### src/rtl/spi_tx_master.sv
// SPI mode-0 master: sends one DATA_W-bit frame MSB first per handshake and
// captures miso on every sclk rising edge; all outputs come straight from flops.
module spi_tx_master #(
    parameter int DATA_W  = 16,
    parameter int CLK_DIV = 5,
    parameter int GAP_CYC = 10
) (
    input  logic              clk,
    input  logic              reset,
    input  logic              tx_valid,
    input  logic [DATA_W-1:0] tx_data,
    output logic              tx_ready,
    input  logic              miso,
    output logic              sclk,
    output logic              ssn,
    output logic              mosi,
    output logic              done,
    output logic [DATA_W-1:0] rx_data
);

    localparam int CNT_W = 8;
    localparam int BIT_W = $clog2(DATA_W);
    localparam logic [CNT_W-1:0] DIV_LAST = CNT_W'(CLK_DIV - 1);
    localparam logic [CNT_W-1:0] GAP_LAST = CNT_W'(GAP_CYC - 1);
    localparam logic [BIT_W-1:0] BIT_LAST = BIT_W'(DATA_W - 1);

    typedef enum logic [2:0] {IDLE, LEAD, HIGH, LOW, TRAIL, GAP} state_t;

    state_t              state_q, state_d;
    logic [CNT_W-1:0]    cnt_q, cnt_d;
    logic [BIT_W-1:0]    bit_cnt_q, bit_cnt_d;
    logic [DATA_W-1:0]   tx_sh_q, tx_sh_d;
    logic [DATA_W-1:0]   rx_sh_q, rx_sh_d;
    logic [DATA_W-1:0]   rx_data_q, rx_data_d;
    logic                tx_ready_q, tx_ready_d;
    logic                sclk_q, sclk_d;
    logic                ssn_q, ssn_d;
    logic                mosi_q, mosi_d;
    logic                done_q, done_d;
    logic                div_end;
    logic                gap_end;

    assign div_end = (cnt_q == DIV_LAST);
    assign gap_end = (cnt_q == GAP_LAST);

    always_comb begin
        state_d    = state_q;
        cnt_d      = cnt_q + CNT_W'(1);
        bit_cnt_d  = bit_cnt_q;
        tx_sh_d    = tx_sh_q;
        rx_sh_d    = rx_sh_q;
        rx_data_d  = rx_data_q;
        tx_ready_d = tx_ready_q;
        sclk_d     = sclk_q;
        ssn_d      = ssn_q;
        mosi_d     = mosi_q;
        done_d     = 1'b0;
        case (state_q)
            IDLE: begin
                cnt_d = '0;
                // tx_ready_q is 1 throughout IDLE, so tx_valid alone is the handshake
                if (tx_valid) begin
                    tx_sh_d    = tx_data;
                    mosi_d     = tx_data[DATA_W-1];
                    ssn_d      = 1'b0;
                    tx_ready_d = 1'b0;
                    bit_cnt_d  = '0;
                    state_d    = LEAD;
                end
            end
            LEAD, LOW: begin
                if (div_end) begin
                    cnt_d   = '0;
                    sclk_d  = 1'b1;
                    rx_sh_d = {rx_sh_q[DATA_W-2:0], miso};
                    state_d = HIGH;
                end
            end
            HIGH: begin
                if (div_end) begin
                    cnt_d  = '0;
                    sclk_d = 1'b0;
                    if (bit_cnt_q == BIT_LAST) begin
                        state_d = TRAIL;
                    end else begin
                        tx_sh_d   = tx_sh_q << 1;
                        mosi_d    = tx_sh_q[DATA_W-2];
                        bit_cnt_d = bit_cnt_q + BIT_W'(1);
                        state_d   = LOW;
                    end
                end
            end
            TRAIL: begin
                if (div_end) begin
                    cnt_d     = '0;
                    ssn_d     = 1'b1;
                    mosi_d    = 1'b0;
                    rx_data_d = rx_sh_q;
                    done_d    = 1'b1;
                    state_d   = GAP;
                end
            end
            GAP: begin
                if (gap_end) begin
                    cnt_d      = '0;
                    tx_ready_d = 1'b1;
                    state_d    = IDLE;
                end
            end
            default: begin
                cnt_d   = '0;
                state_d = IDLE;
            end
        endcase
    end

    always_ff @(posedge clk or posedge reset) begin
        if (reset) begin
            state_q    <= IDLE;
            cnt_q      <= '0;
            bit_cnt_q  <= '0;
            tx_sh_q    <= '0;
            rx_sh_q    <= '0;
            rx_data_q  <= '0;
            tx_ready_q <= 1'b1;
            sclk_q     <= 1'b0;
            ssn_q      <= 1'b1;
            mosi_q     <= 1'b0;
            done_q     <= 1'b0;
        end else begin
            state_q    <= state_d;
            cnt_q      <= cnt_d;
            bit_cnt_q  <= bit_cnt_d;
            tx_sh_q    <= tx_sh_d;
            rx_sh_q    <= rx_sh_d;
            rx_data_q  <= rx_data_d;
            tx_ready_q <= tx_ready_d;
            sclk_q     <= sclk_d;
            ssn_q      <= ssn_d;
            mosi_q     <= mosi_d;
            done_q     <= done_d;
        end
    end

    assign tx_ready = tx_ready_q;
    assign sclk     = sclk_q;
    assign ssn      = ssn_q;
    assign mosi     = mosi_q;
    assign done     = done_q;
    assign rx_data  = rx_data_q;

endmodule

### config.mk
export PLATFORM = sky130hd
export DESIGN_NAME = spi_tx_master
export DESIGN_NICKNAME = d
export VERILOG_FILES = /design/src/rtl/spi_tx_master.sv
export SDC_FILE = /design/constraint.sdc
export NUM_CORES = 1
export LEC_CHECK = 0
export BUFFER_PORTS_ARGS = -buffer_cell sky130_fd_sc_hd__buf_2
export CAP_MARGIN = 15
export CORE_MARGIN = 3
export CORE_UTILIZATION = 51
export CTS_CLUSTER_DIAMETER = 150
export DETAILED_ROUTE_END_ITERATION = 6
export GPL_ROUTABILITY_DRIVEN = 0
export HOLD_SLACK_MARGIN = 0.03
export MAX_ROUTING_LAYER = met4
export PLACE_DENSITY_LB_ADDON = 0.12
export SLEW_MARGIN = 5
export SYNTH_ARGS = -nofsm -noshare
export SYNTH_HDL_FRONTEND = slang
export SYNTH_SLANG_ARGS = --single-unit
### constraint.sdc
create_clock -name clk -period 2 [get_ports clk]
set_clock_uncertainty 0.05 [all_clocks]
set_input_delay 0.4 -clock clk [delete_from_list [all_inputs] [get_ports clk]]
set_output_delay 0.4 -clock clk [all_outputs]
set_load 0.05 [all_outputs]
==> results by group <==
STA
  – Worst Tran Pin Value: 0.474 ns
  – RSZ-0062 raised after global routing: yes
  – Final setup margin: -0.0255 ns
  – Min Tclk post-route: 2.03 ns
  – Final setup viols: 20
  – Hold_ws: 0.0842 ns
  – Relative max-transition margin: 68.3%
  – Final cycle utilization of the critical path: 101%
  – Hold Vio Cnt, Final: 0
  – Max Fclk: 494 MHz
  – Max Slew Vio Count: 0

Logic synthesis
  – Mapped cell area: 0.00309 sq mm
  – Predominant post-synthesis flop cell: dfrtp_1
  – Netlist cell types: 41
  – Register bit count reported by yosys: 67
  – Register area share after synthesis: 54.3%
  – Warnings from Yosys: 0
  – Syn Nets: 292
  – Synth Area per Inst: 11.5 sq um
  – FFs w/ async S/R, synth: 100%
  – Number of flops mapped to enable cells by yosys: 0
  – Post-Synthesis Cells: 268

Placed design
  – PortBufs: 40
  – Final HPWL DP: 3840 um

Floorplanning
  – Initial core utilization: 54.5%
  – Die height: 83.8 um
  – Io pins: 41
  – CORE AREA: 0.00568 sq mm
  – Die area: 0.00703 sq mm
  – Chip width: 83.8 um
  – # rows: 27

Clock network
  – CTS tree: yes
  – CTS Root Cell: clkbuf_8
  – Clock buffer depth: 2
  – Clock Sinks: 67
  – Num CTS Buffers: 9
  – Worst-Skew Late Latency: 0.34 ns
  – H-tree depth: 3
  – Cts hold-fix bufs: 0
  – Clk slew on worst S/H paths: 0.08 ns

GRT
  – Initial antenna violation count: 0
  – Gr ovfl total: 0
  – Total GRT Usage: 18.2%
  – Largest net degree at the start of global routing: 68
  – First-pass GRT wire length: 10100 um
  – Vias in the first global route: 2148

Drt
  – Vias: 2153
  – ANT nets after route: 0
  – Detailed Route WL: 5950 um
  – Vias per cell: 5.24
  – WL/cell: 14.5 um
  – DRT Pass-1 Iters: 4
  – Drt drc: 0
  – DR iter-0 viols: 128

Power
  – PwrDens: 692 mW/mm^2
  – Leak Pwr: 1.97 nW
  – VDD IR-drop max: 0.507 mV
  – Final Power: 0.00267 W

Run status
  – Violated checks: negative setup slack
  – Status: finished with violations

Setup path
  – Data required, critical path: 2.17 ns
  – Worst setup EP type: flop
  – WP data arrival: 2.19 ns
  – WS Path Type: flop to flop
  – Maximum fanout along the worst path: 17
  – Worst setup SP type: flop

Flow run
  – Max-cap violations: 0

Layout
  – Diode count: 0
  – Layout area overhead: 25.1%
  – Share of layout cells above drive strength 1: 39.8%
  – Final #Nets: 358

Worst hold path
  – Min-Delay Path Class: input pin to async pin
-- report_power, final --
part / internal [W] / leakage [nW] / switching [W] / total [W]
Sequential: 0.00136 / 0.884 / 0.00000395 / 0.00136
Clock: 0.000735 / 0.108 / 0.000520 / 0.00126
Combinational: 0.0000236 / 0.978 / 0.0000328 / 0.0000564
-- routing by layer --
| metal | routed length, um | GRT usage (%) |
|---|---|---|
| met5 | 0 | - |
| met4 | 93 | 7.60 |
| met3 | 185 | 3.36 |
| met2 | 2750 | 27.7 |
| met1 | 2920 | 24.2 |
-- sequential cells by signal (all words and copies together) (netlist names), 3 cells and up --
name       flops
rx_data       16
rx_sh_q       16
tx_sh_q       15
cnt_q          8
bit_cnt_q      4
state_q        3
-- worst max-delay path: stages (launching register included) --
cell and delay (ns):
dfrtp_1 0.38, or4_4 0.62, nor2_8 0.18, buf_12 0.12, nand3_4 0.07, buf_12 0.18
mux2_4 0.30
-- cell type report --
type | instances | area (sq um)
inverter | 9 | 37.5
tap | 72 | 90.1
sequential | 67 | 1680
fill | 416 | 1810
clock buffer | 10 | 138
timing repair buffer | 68 | 497
multi-input combinational | 179 | 1340
clock inverter | 6 | 88.8
-- per-stage QoR --
| stage | setup TNS, ns | cell area [sq um] | utilization [%] | setup WS [ns] | instances |
|---|---|---|---|---|---|
| detailed placement | -2.37 | 3500 | 61.7 | -0.106 | 389 |
| CTS | -0.278 | 3810 | 67.2 | -0.0198 | 411 |
| global route | -2.32 | 3870 | 68.1 | -0.0833 | 411 |
| floorplan | -0.596 | 3090 | - | -0.0663 | 268 |
| global placement | -1.61 | 3500 | 61.7 | -0.0791 | 389 |
| finish | -0.246 | 3870 | 68.1 | -0.0255 | 411 |
-- kinds of logic after synthesis --
group / after synthesis / share of synthesized area (%)
AOI/OAI and AO/OA: 43 / 9.35
xor gates and xnor gates: 6 / 1.70
adders and majority gates: 4 / 1.62
buffers and inverters: 22 / 4.25
DFF: 67 / 54.3
muxes: 34 / 13.4
and+or+nand+nor: 92 / 15.3
-- cells in the final DEF, fill, tap and decap left out, types with 2 or more instances in the layout --
cell,count
buf_12,6
nor2b_1,3
nand3_1,10
dfrtp_1,65
o21ai_1,2
a21o_1,2
clkinvlp_4,3
inv_1,8
nand2_1,36
clkbuf_8,10
bufinv_16,2
nor2_8,2
mux2_2,13
buf_2,40
a31oi_1,14
dfstp_2,2
xor2_1,5
o21ai_0,5
nor2_1,23
ha_1,4
mux2_4,20
buf_4,20
a21oi_1,10
and3_1,3
nor2_2,2
nor3_1,4
-- Yosys cell counts (all sizes together) (3+ instances only) --
cell type  number  area share [%]
dfrtp          65              53
mux2           33              13
and3            4            0.81
a31oi          15             3.2
clkbuf          4            0.49
buf             9             2.7
a21oi          11             1.9
nor2b           3            0.61
inv             9             1.1
ha              4             1.6
o21ai           7             1.1
nand3          11             2.2
nor2           27             4.3
xor2            5             1.4
nand2          38             4.9
nor3            5            0.81
-- path summary, 6_finish.rpt --
path,from,to,slack [ns],cells past startpoint
min in group clk,miso,rx_sh_q[0],0.24,2
hold / removal,reset,cnt_q[1],0.08,3
setup / recovery,cnt_q[4],rx_data[3],-0.03,6
max in group asynchronous,reset,ssn,1.51,3
hold reg to reg,sclk,sclk,0.42,1
setup reg to reg,cnt_q[4],rx_data[3],-0.03,6
-- repair_timing --
item                                    in CTS  in global routing
pin swaps                                    4                  5
buffers inserted                             6                  0
endpoints found under the setup margin      42                 59
cloned                                       0                  0
gates resized for setup                      5                 16
(Power assumes the default switching activity.)
